==> src/rtl/vector_sequencer.sv <==
`default_nettype none
// ============================================================================
// Module   : vector_sequencer
// Purpose  : Jump/draw command sequencer driving the line generator and DAC
//            serialiser, with programmable dwell counts and beam intensity.
// Revision : 1.0
// ============================================================================
module vector_sequencer #(
    parameter int W              = 12,
    parameter int ZW             = 4,
    parameter int DW             = 13,
    parameter int SKIP_NULL_JUMP = 1
) (
    input  logic          clk,
    input  logic          reset,
    input  logic          cmd_valid,
    output logic          cmd_ready,
    input  logic          cmd_op,
    input  logic [W-1:0]  cmd_x,
    input  logic [W-1:0]  cmd_y,
    input  logic [ZW-1:0] cmd_z,
    input  logic [DW-1:0] cfg_jump_pre,
    input  logic [DW-1:0] cfg_jump_post,
    input  logic [DW-1:0] cfg_draw_pre,
    input  logic [DW-1:0] cfg_draw_post,
    output logic          line_reset,
    output logic          line_strobe,
    output logic          line_next,
    output logic [W-1:0]  line_x,
    output logic [W-1:0]  line_y,
    input  logic          line_ready,
    input  logic          line_axis,
    input  logic [W-1:0]  line_xo,
    input  logic [W-1:0]  line_yo,
    input  logic          dac_ready,
    output logic          dac_strobe,
    output logic          dac_axis,
    output logic [W-1:0]  dac_value,
    output logic [ZW-1:0] beam,
    output logic          busy
);

    typedef enum logic [2:0] {
        S_IDLE      = 3'd0,
        S_JUMP_PRE  = 3'd1,
        S_JUMP_MOVE = 3'd2,
        S_JUMP_POST = 3'd3,
        S_DRAW_PRE  = 3'd4,
        S_DRAW_RUN  = 3'd5,
        S_DRAW_POST = 3'd6
    } state_t;

    state_t        r_state,       w_state_next;
    logic [DW-1:0] r_dwell,       w_dwell_next;
    logic [ZW-1:0] r_beam,        w_beam_next;
    logic          r_dac_axis,    w_dac_axis_next;
    logic          r_line_strobe, w_line_strobe_next;
    logic          r_line_next,   w_line_next_next;
    logic [W-1:0]  r_line_x,      w_line_x_next;
    logic [W-1:0]  r_line_y,      w_line_y_next;
    logic [W-1:0]  r_cur_x,       w_cur_x_next;
    logic [W-1:0]  r_cur_y,       w_cur_y_next;

    logic w_step;
    logic w_accept;
    logic w_null_jump;
    logic w_dwell_zero;

    assign w_step       = dac_ready;
    assign cmd_ready    = (r_state == S_IDLE) & dac_ready & line_ready;
    assign w_accept     = cmd_valid & cmd_ready;
    assign w_null_jump  = (SKIP_NULL_JUMP != 0) && (cmd_x == r_cur_x) && (cmd_y == r_cur_y);
    assign w_dwell_zero = (r_dwell == '0);

    assign line_reset  = reset | (r_state == S_JUMP_MOVE);
    assign line_strobe = r_line_strobe;
    assign line_next   = r_line_next;
    assign line_x      = r_line_x;
    assign line_y      = r_line_y;
    assign dac_strobe  = dac_ready;
    assign dac_axis    = r_dac_axis;
    assign dac_value   = r_dac_axis ? line_yo : line_xo;
    assign beam        = r_beam;
    assign busy        = (r_state != S_IDLE);

    always_ff @(posedge clk) begin
        if (reset) begin
            r_state       <= S_IDLE;
            r_dwell       <= '0;
            r_beam        <= '0;
            r_dac_axis    <= 1'b0;
            r_line_strobe <= 1'b0;
            r_line_next   <= 1'b0;
            r_line_x      <= '0;
            r_line_y      <= '0;
            r_cur_x       <= '0;
            r_cur_y       <= '0;
        end else begin
            r_state       <= w_state_next;
            r_dwell       <= w_dwell_next;
            r_beam        <= w_beam_next;
            r_dac_axis    <= w_dac_axis_next;
            r_line_strobe <= w_line_strobe_next;
            r_line_next   <= w_line_next_next;
            r_line_x      <= w_line_x_next;
            r_line_y      <= w_line_y_next;
            r_cur_x       <= w_cur_x_next;
            r_cur_y       <= w_cur_y_next;
        end
    end

    always_comb begin
        w_state_next       = r_state;
        w_dwell_next       = r_dwell;
        w_beam_next        = r_beam;
        w_dac_axis_next    = r_dac_axis;
        w_line_strobe_next = r_line_strobe;
        w_line_next_next   = r_line_next;
        w_line_x_next      = r_line_x;
        w_line_y_next      = r_line_y;
        w_cur_x_next       = r_cur_x;
        w_cur_y_next       = r_cur_y;

        if (w_step) begin
            unique case (r_state)
                S_IDLE: begin
                    if (w_accept) begin
                        w_line_x_next = cmd_x;
                        w_line_y_next = cmd_y;
                        w_cur_x_next  = cmd_x;
                        w_cur_y_next  = cmd_y;
                        if (!cmd_op) begin
                            w_beam_next = '0;
                            if (!w_null_jump) begin
                                w_dwell_next = cfg_jump_pre;
                                w_state_next = S_JUMP_PRE;
                            end
                        end else begin
                            w_beam_next        = cmd_z;
                            w_line_strobe_next = 1'b1;
                            w_dwell_next       = cfg_draw_pre;
                            w_state_next       = S_DRAW_PRE;
                        end
                    end
                end
                S_JUMP_PRE: begin
                    if (w_dwell_zero) w_state_next = S_JUMP_MOVE;
                    else              w_dwell_next = r_dwell - DW'(1);
                end
                S_JUMP_MOVE: begin
                    w_dac_axis_next = 1'b1;
                    w_dwell_next    = cfg_jump_post;
                    w_state_next    = S_JUMP_POST;
                end
                S_JUMP_POST: begin
                    if (w_dwell_zero) w_state_next = S_IDLE;
                    else              w_dwell_next = r_dwell - DW'(1);
                end
                S_DRAW_PRE: begin
                    if (w_dwell_zero) begin
                        w_state_next     = S_DRAW_RUN;
                        w_line_next_next = 1'b1;
                        w_dac_axis_next  = line_axis;
                    end else begin
                        w_dwell_next = r_dwell - DW'(1);
                    end
                end
                S_DRAW_RUN: begin
                    w_line_next_next = 1'b1;
                    w_dac_axis_next  = line_axis;
                end
                S_DRAW_POST: begin
                    if (w_dwell_zero) w_state_next = S_IDLE;
                    else              w_dwell_next = r_dwell - DW'(1);
                end
                default: w_state_next = S_IDLE;
            endcase
        end else if ((r_state == S_DRAW_RUN) && line_ready && !r_line_next) begin
            // Line finished and its last point has been handed over.
            w_dwell_next = cfg_draw_post;
            w_state_next = S_DRAW_POST;
        end else begin
            w_line_strobe_next = 1'b0;
            w_line_next_next   = 1'b0;
        end
    end

endmodule
`default_nettype wire
==> config.mk <==
export PLATFORM = sky130hd
export DESIGN_NAME = vector_sequencer
export DESIGN_NICKNAME = d
export VERILOG_FILES = /design/src/rtl/vector_sequencer.sv
export SDC_FILE = /design/constraint.sdc
export NUM_CORES = 1
export LEC_CHECK = 0
export CORE_MARGIN = 2
export CORE_UTILIZATION = 30
export DETAILED_ROUTE_END_ITERATION = 8
export GPL_TIMING_DRIVEN = 0
export HOLD_SLACK_MARGIN = 0.02
export PLACE_DENSITY_LB_ADDON = 0.2
export SYNTH_ARGS = -nofsm -noshare
export SYNTH_HDL_FRONTEND = slang
export SYNTH_SLANG_ARGS = --single-unit
export TNS_END_PERCENT = 20
==> constraint.sdc <==
create_clock -name clk -period 2 [get_ports clk]
set_clock_uncertainty 0.05 [all_clocks]
set_input_delay 0.3 -clock clk [delete_from_list [all_inputs] [get_ports clk]]
set_output_delay 0.3 -clock clk [all_outputs]
set_load 0.05 [all_outputs]
# After elaboration in Yosys (flattened, before gate mapping)
# Index checks and enable logic that the tools add are counted.
# Widths: inputs -> output; s select.
[classes]
addsub = 1
eq_ne = 22
mux = 28
n_bitwise = 4
reduce_logical = 17
[op_table]
columns = ["cell", "n"]
rows = [
  ["$mux 13", 6],
  ["$pmux 13 s3", 1],
  ["$eq 12x12->1", 2],
  ["$mux 3", 8],
  ["$pmux 3 s6", 1],
  ["$logic_not 13->1", 1],
  ["$sub 13x1->13 const B", 1],
  ["$mux 12", 1],
  ["$ne 3x3->1 const B", 4],
  ["$eq 3x3->1 const B", 3],
  ["$reduce_and 3->1", 3],
  ["$mux 1", 8],
  ["$ne 2x2->1 const B", 4],
  ["$reduce_and 7->1", 1],
  ["$eq 3x2->1 const B", 2],
  ["$reduce_bool 3->1", 2],
  ["$reduce_and 5->1", 1],
  ["$mux 4", 1],
  ["$ne 2x1->1 const B", 2],
  ["$ne 4x2->1 const B", 1],
  ["$ne 4x4->1 const B", 1],
  ["$reduce_and 4->1", 1],
  ["$reduce_or 4->1", 1],
  ["$and 1x1->1", 3],
  ["11 further kinds", 13],
]
[word_totals]
reg_bits = 47
inputBits = 111
output_inout_bits = 47
elab_cells = 80

# Depth between registers and ports, before layout
# Gate-level depths: netlist of the first run.
[depth]
word_depth = 7
ltp_mapped = 10
ltp_nobuf = 8

# Worst setup path after synthesis of the first run
# No wires, ideal clock.
[synth_timing]
path_kind = "register to register"
startpoint = "reg r_dwell[2]"
endpoint = "reg r_dwell[8]"
t_arrival_ns = 1.972
path_slack_ns = -0.092
stages_incl_launch_ff = 8
path_buffers = 1
synth_period_minus_slack_ns = 2.092
cell_sequence = "dfxtp_1 or4_1 buf_6 nor3_2 xor2_1 a21oi_1 or4_1 a21oi_1"
[synth_via]
elab_chain_cells = 4
word_cells_on_any_way = 7
classes_between = "add/sub: 1; eq/ne: 1; mux: 3; reduce/logical: 2"
[synth_lines]
columns = ["item", "line", "source"]
rows = [
  ["start: declaration", "54", "logic [DW-1:0] r_dwell, w_dwell_next;"],
  ["start signal: assignment", "100", "r_dwell <= w_dwell_next;"],
  ["$sub 13x1->13", "n/a", ""],
  ["$mux 13", "n/a", ""],
  ["$pmux 13 s3", "125", "unique case (r_state)"],
  ["$mux 13", "124", "if (w_step) begin"],
]
# Parallel ways exist; a longest one is shown, timed or not. The select of a mux whose other input is x is not followed.
# A chain may end at the register's enable or synchronous reset.

# Worst setup path after layout of the first run
[layout_timing]
startpoint = "reg r_dwell[8]"
endpoint = "reg r_dwell[6]"
[layout_via]
elab_chain_cells = 3
[layout_lines]
columns = ["item", "line", "source"]
rows = [
  ["$logic_not 13->1", "73", "assign w_dwell_zero = (r_dwell == '0);"],
  ["$ne 3x3->1 (no line)", "n/a", ""],
  ["$reduce_and 5->1 (no line)", "n/a", ""],
]
# Every way passes these cells.

==> qor.yml, run 1 <==
timing:
  finalHoldViolCount: 0
  setup_ws_ns: -0.228
  fin_crit_sh_pct: 111
  clock.fmax_mhz: 449
  worst_pin_slew_ns: 0.546
  rsz0062_at_grt: "yes"
  relSlewSlack_pct: 63.6
  drv_slew: 0
  holdWs_ns: 0.412
  setup_viol: 19
  post-route-min-period_ns: 2.23
grt:
  antenna_found_initial: 0
  use_met3_pct: 5.26
  grt_pass1_wl_um: 17200
  gr-usage-met2_pct: 32.2
  grt_max_degree: 16
  grt-busiest-layer: "met2"
  overflow: 0
  grt_use_met1_pct: 24.3
  grt_pass1_vias: 3410
  track_usage_pct: 18.8
placed_design:
  place_ws_ns: -1.18
  dp_hpwl_um: 8350
  io_buffers: 157
  routabilityCongestion: 0.835
route:
  vias: 3575
  drt-vias-per-instance: 5.07
  avgRoutedWirePerCell_um: 16.2
  drt_first_iter_violations: 160
  drc_errors: 0
  postRouteAntennaNets: 0
  drt-total-wl_um: 11400
  dr.pass1.iters: 5
pwr:
  power.density_nw_per_um2: 623
  power_leakage_uw: 0.00198
  peakVddDrop_uv: 391
logic_synthesis:
  netlist_area_um2: 3100
  synthCells: 391
  syn_nets: 505
  yosysSeqAreaShare_pct: 30.3
  synth-edff-count: 0
  yosysUniqueCellTypes: 51
  postSynth.asyncResetShare_pct: 0
  synthFlopType: "dfxtp_1"
  ys_warn_count: 0
  avgSynthCellArea_um2: 7.94
  ys_ff_latch: 47
layout:
  final_cell_mix: "clkdlybuf4s50_1, nand2_1, a21oi_1"
  n_antenna_cell: 0
  fillers: 988
  drive_gt1_share_pct: 21.8
  syn2layout_area_growth_pct: 73.6
  final_common_cell: "clkdlybuf4s50_1"
  nets: 682
hold_path:
  hold_path.class: "in -> reg"
  hold_depth: 3
  min-delay-start: "dac_ready"
worst_setup_path:
  crit_path_max_fanout: 8
  cp.arrival_ns: 2.38
  startpoint: "r_dwell[8]"
  r2r-start: "r_dwell[8]"
  worstPathRequired_ns: 2.15
  r2r_cells: 7
  crit_type: "reg -> reg"
  worst_setup_path_start_kind: "register"
  endpoint_kind: "register"
clocking:
  holdBufCountCts: 0
  cts_tree: "yes"
  h-tree-depth: 2
  worstSkewPairLatency_ns: 0.30
  numCtsBuffers: 5
  cts_sinks: 47
  cts_buffer_depth: 2
  path_clk_slew_ns: 0.10
  cts-root-buf: "clkbuf_8"
die:
  start_util_pct: 30.5
  ioPinCount: 158
  core_um2: 10200
  die_area_um2: 11200
  die_w_um: 106
  die_h_um: 106
  rows: 37
status:
  violations: "negative setup slack"
  status: "finished, violations left"
job:
  drv_cap: 0
[synth_stat cells (9+ instances only)]
cell | count | area (um^2)
nor2_1 | 19 | 71.3
o311ai_0 | 11 | 96.3
xnor2_1 | 24 | 210
a21oi_1 | 49 | 245
mux2_2 | 12 | 135
dfxtp_1 | 47 | 941
o21ai_0 | 10 | 50.1
clkbuf_1 | 13 | 48.8
mux2i_1 | 14 | 140
inv_1 | 9 | 33.8
nand2_1 | 65 | 244
xor2_1 | 10 | 87.6
[power by group]
group          total [uW]  leakage (uW)  internal [uW]  switching [uW]
registers            1080      0.000394           1010            79.3
clock network         603     0.0000418            252             351
logic                1670       0.00155            798             868
[critical path: stages, from the launching register on]
cell and delay, ns:
dfxtp_4 0.37, or4_4 0.58, nor4_4 0.35, buf_6 0.18, buf_4 0.12, a31oi_4 0.11
and3_1 0.18, a31o_1 0.18
[sequential cells by signal (all words and copies together), names as in the netlist]
name	flops
r_cur_y	12
beam	4
r_cur_x	12
line_next	1
dac_axis	1
line_strobe	1
r_dwell	13
r_state	3
[metrics by stage]
| step | TNS (ns) | area, um^2 | power, uW | util (%) | instances |
|---|---|---|---|---|---|
| floorplan | -0.00162 | 3150 | 1990 | - | 391 |
| global placement | -23.55 | 4890 | 2510 | 48.0 | 684 |
| detailed placement | -25.13 | 4890 | 2520 | 48.0 | 684 |
| CTS | -3.73 | 5060 | 3150 | 49.7 | 694 |
| global route | -4.48 | 5390 | 3520 | 52.9 | 705 |
| finish | -2.72 | 5390 | 3350 | 52.9 | 705 |
[path summary, 6_finish.rpt]
| kind | endpoint | slack, ns |
|---|---|---|
| hold reg to reg | beam[3] | 0.41 |
| setup reg to reg | r_dwell[6] | -0.23 |
| hold / removal | line_next | 0.41 |
| setup / recovery | r_dwell[6] | -0.23 |
[layer usage]
layer  vias to the layer above  part of all wire (%)
li1                       1763                     -
met1                      1689                    44
met2                       120                    49
met3                         3                   7.5
met4                         0                  0.12
met5                         -                     0
[cells by family after synthesis]
family,count (synthesis),share of synthesized area (%)
fa+ha+maj,3,1.21
simple gates,137,22.2
buf+inv,39,6.45
flops,47,30.3
xor+xnor,34,9.60
compound gates,105,21.4
mux,26,8.87
[final cells by class]
class | count | area, um^2 | area share [%]
clock buffers | 6 | 72.6 | 1.35
repair buffers | 172 | 1710 | 31.8
flip-flops and latches | 47 | 977 | 18.1
multi-input cells | 305 | 2180 | 40.6
clock inverters | 2 | 16.3 | 0.302
well taps | 136 | 170 | 3.16
inverters | 9 | 33.8 | 0.627
plain buffers | 28 | 219 | 4.07
[repair_timing]
item                                   in CTS  in global routing
pin swaps                                   2                 23
setup buffers                               2                 12
gates cloned                                0                  1
setup endpoints to repair                  44                 46
endpoints found under the hold margin       0                  0
resized for setup                          56                 70
(Power assumes the default switching activity.)
==> inputs of run 2 (changes only) <==
--- a/config.mk
+++ b/config.mk
@@ -7,6 +7,7 @@
 export LEC_CHECK = 0
 export CORE_MARGIN = 2
 export CORE_UTILIZATION = 30
+export CTS_CLUSTER_SIZE = 8
 export DETAILED_ROUTE_END_ITERATION = 8
 export GPL_TIMING_DRIVEN = 0
 export HOLD_SLACK_MARGIN = 0.02
==> constraint.sdc (replaced) <==
create_clock -name clk -period 2.7 [get_ports clk]
set_clock_uncertainty 0.05 [all_clocks]
set_input_delay 0.405 -clock clk [delete_from_list [all_inputs] [get_ports clk]]
set_output_delay 0.405 -clock clk [all_outputs]
set_load 0.05 [all_outputs]
==> run 2 against run 1 <==
Against the previous run: count of clock-buffer cells in the layout did not move; flip-flop and latch count is the same; largest power group unchanged; critical path type is now reg -> out; sequential power decreased by 26%; sequential share of layout area is 0.75 points higher; clock power down 6.0%; the run now ends clean; critical endpoint is now dac_value[8]; via count down 2.5%; critical path depth fell by 4; design area decreased by 7.5%; utilization decreased by 4.0 points; combinational power down 37%; non-clock buffer count down 13; highest routed layer unchanged; setup slack better by 0.35 ns.
==> qor.yml, run 2 (synthesized netlist as in run 1, its figures left out) <==
timing:
  setup_viol: 0  # was 19
  finalHoldViolCount: 0  # unchanged
  drv_slew: 0  # unchanged
  worst_pin_slew_ns: 0.623  # was 0.546 ns
  fin_crit_sh_pct: 95.3
  rsz0062_at_grt: "yes"  # unchanged
  relSlewSlack_pct: 58.5  # was 63.6%
  post-route-min-period_ns: 2.57
  clock.fmax_mhz: 389
  tns_ns: 0  # was -2.72 ns
die:
  ioPinCount: 158  # unchanged
  core_um2: 10200  # unchanged
  die_area_um2: 11200  # unchanged
  rows: 37  # unchanged
  start_util_pct: 30.5  # unchanged
  die_h_um: 106  # unchanged
  die_w_um: 106  # unchanged
route:
  drt-vias-per-instance: 5.04  # was 5.07
  drt-total-wl_um: 11000  # was 11400 um
  avgRoutedWirePerCell_um: 15.9  # was 16.2 um
  drc_errors: 0  # unchanged
  drt_first_iter_violations: 135  # was 160
  postRouteAntennaNets: 0  # unchanged
  dr.pass1.iters: 4  # was 5
  vias: 3487  # was 3575
worst_setup_path:
  path_depth: 3  # was 7
  crit_family: "buffers and inverters"  # was simple AND/OR/NAND/NOR gates
  reg2reg_to: "r_dwell[9]"  # was r_dwell[6]
  worstPathRequired_ns: 2.25  # was 2.15 ns
  r2r_cells: 7  # unchanged
  endpoint_kind: "primary output"  # was register
  worst_setup_path_start_kind: "register"  # unchanged
  crit_path_max_fanout: 10  # was 8
  r2r-start: "r_state[0]"  # was r_dwell[8]
  crit_type: "reg -> out"  # was reg -> reg
  critPathMaxStageDelay_ns: 0.72  # was 0.58 ns
  cp_cell_sequence: "buf_2 > mux2_2 > clkdlybuf4s50_1"  # was or4_4 > nor4_4 > buf_6 > buf_4 > a31oi_4 > and3_1 > a31o_1
  cp.arrival_ns: 2.12  # was 2.38 ns
  cp_slowest_cell: "clkdlybuf4s50_1"  # was or4_4
  regToRegSetupSlack_ns: 0.28  # was -0.23 ns
  worst-path-buf-inv: 2  # unchanged
pwr:
  power_leakage_uw: 0.00177  # was 0.00198 uW
  power.density_nw_per_um2: 485  # was 623 nW/um^2
  peakVddDrop_uv: 239  # was 391 uV
  finalPower_uw: 2410  # was 3350 uW
clocking:
  numCtsBuffers: 5  # unchanged
  cts-root-buf: "clkbuf_8"  # unchanged
  worstSkewPairLatency_ns: 0.31  # was 0.30 ns
  path_clk_slew_ns: 0.10  # about the same
  cts_buffer_depth: 2  # unchanged
  cts_sinks: 47  # unchanged
  cts_tree: "yes"  # unchanged
  h-tree-depth: 2  # unchanged
layout:
  design_area_um2: 4980  # was 5390 um^2
  fillers: 1041  # was 988
  top_regs: "r_dwell (13), r_cur_x (12), r_cur_y (12)"  # unchanged
  drive_gt1_share_pct: 8.99  # was 21.8%
  final_common_cell: "clkdlybuf4s50_1"  # unchanged
  n_antenna_cell: 0  # unchanged
  nets: 669  # was 682
  syn2layout_area_growth_pct: 60.5  # was 73.6%
  largest_register_ffs: 13  # unchanged
  final_cell_mix: "clkdlybuf4s50_1, nand2_1, a21oi_1"  # unchanged
  top_register: "r_dwell"  # unchanged
placed_design:
  dp_hpwl_um: 8550  # was 8350 um
  dpl_cell_area_um2: 4840  # was 4890 um^2
  routabilityCongestion: 0.854  # was 0.835
  io_buffers: 157  # unchanged
job:
  drv_cap: 0  # unchanged
status:
  status: "complete, no violations"  # was finished, violations left
hold_path:
  min-delay-start: "beam[2]"  # was dac_ready
  hold_depth: 2  # was 3
  hold_path.class: "reg -> reg"  # was in -> reg
  hold-path-endpoint: "beam[2]"  # was line_next
grt:
  antenna_found_initial: 0  # unchanged
  overflow: 0  # unchanged
  gr-usage-met2_pct: 32.0  # was 32.2%
  use_met3_pct: 6.06  # was 5.26%
  grt_pass1_wl_um: 17800  # was 17200 um
  grt_use_met1_pct: 25.5  # was 24.3%
  grt-busiest-layer: "met2"  # unchanged
  grt_max_degree: 20  # was 16
  track_usage_pct: 19.5  # was 18.8%
  grt_pass1_vias: 3534  # was 3410
run 2: tightest hold or removal path, stage by stage, from the launching register on:
cell	delay, ns
dfxtp_1	0.32
nand2_1	0.05
a21oi_1	0.05
run 2: routing by layer:
metal / vias to the layer above / part of all wire, %
met2: 128 / 46
met4: 0 / 0.82
met1: 1614 / 45
li1: 1737 / -
met5: - / 0
met3: 8 / 8.0
run 2: how the worst max path moves through the flow:
stage                    start      endpoint  slack, ns
floorplan           r_dwell[2]    r_dwell[8]       0.61
global placement     dac_ready     cmd_ready      -0.55
detailed placement   dac_ready     cmd_ready      -0.55
CTS                 r_state[1]    line_reset       0.05
global route            cmd_op    r_dwell[1]   -0.00006
finish                dac_axis  dac_value[8]       0.13
run 2: metrics by stage:
stage,setup slack (ns),hold WS (ns),utilization (%),cells
6_report,0.126,0.411,48.9,692
5_1_grt,-0.0000573,0.449,48.9,692
4_1_cts,0.0543,0.411,48.9,692
3_5_place_dp,-0.548,0.396,47.6,684
3_3_place_gp,-0.551,0.388,47.6,684
2_1_floorplan,0.608,0.423,-,391
run 2: area by class of cell:
type / count / area, um^2 / area share [%]
timing repair buffer: 158 / 1580 / 31.6
sequential: 47 / 941 / 18.9
inverter: 9 / 33.8 / 0.678
multi-input combinational: 305 / 1970 / 39.6
clock buffer: 6 / 82.6 / 1.66
tap: 136 / 170 / 3.42
buffer: 29 / 165 / 3.32
clock inverter: 2 / 38.8 / 0.779
run 2: timing repair:
item                                    CTS  global route
endpoints found under the setup margin   11             9
gates resized for setup                   6             5
buffers inserted                          1             0
hold buffers                              0             0
run 2: power by group:
group | switching (uW) | internal [uW] | total, uW
logic | 573 | 481 | 1050
clock network | 262 | 305 | 567
registers | 53.4 | 740 | 794
total | 888 | 1530 | 2410
==> inputs of run 3 (changes only) <==
--- a/config.mk
+++ b/config.mk
@@ -7,6 +7,7 @@
 export LEC_CHECK = 0
 export CORE_MARGIN = 2
 export CORE_UTILIZATION = 30
+export CTS_CLUSTER_DIAMETER = 150
 export CTS_CLUSTER_SIZE = 8
 export DETAILED_ROUTE_END_ITERATION = 8
 export GPL_TIMING_DRIVEN = 0
==> results of run 3 <==
Same layout as run 2: the final DEF is identical, and so are final timing and power.
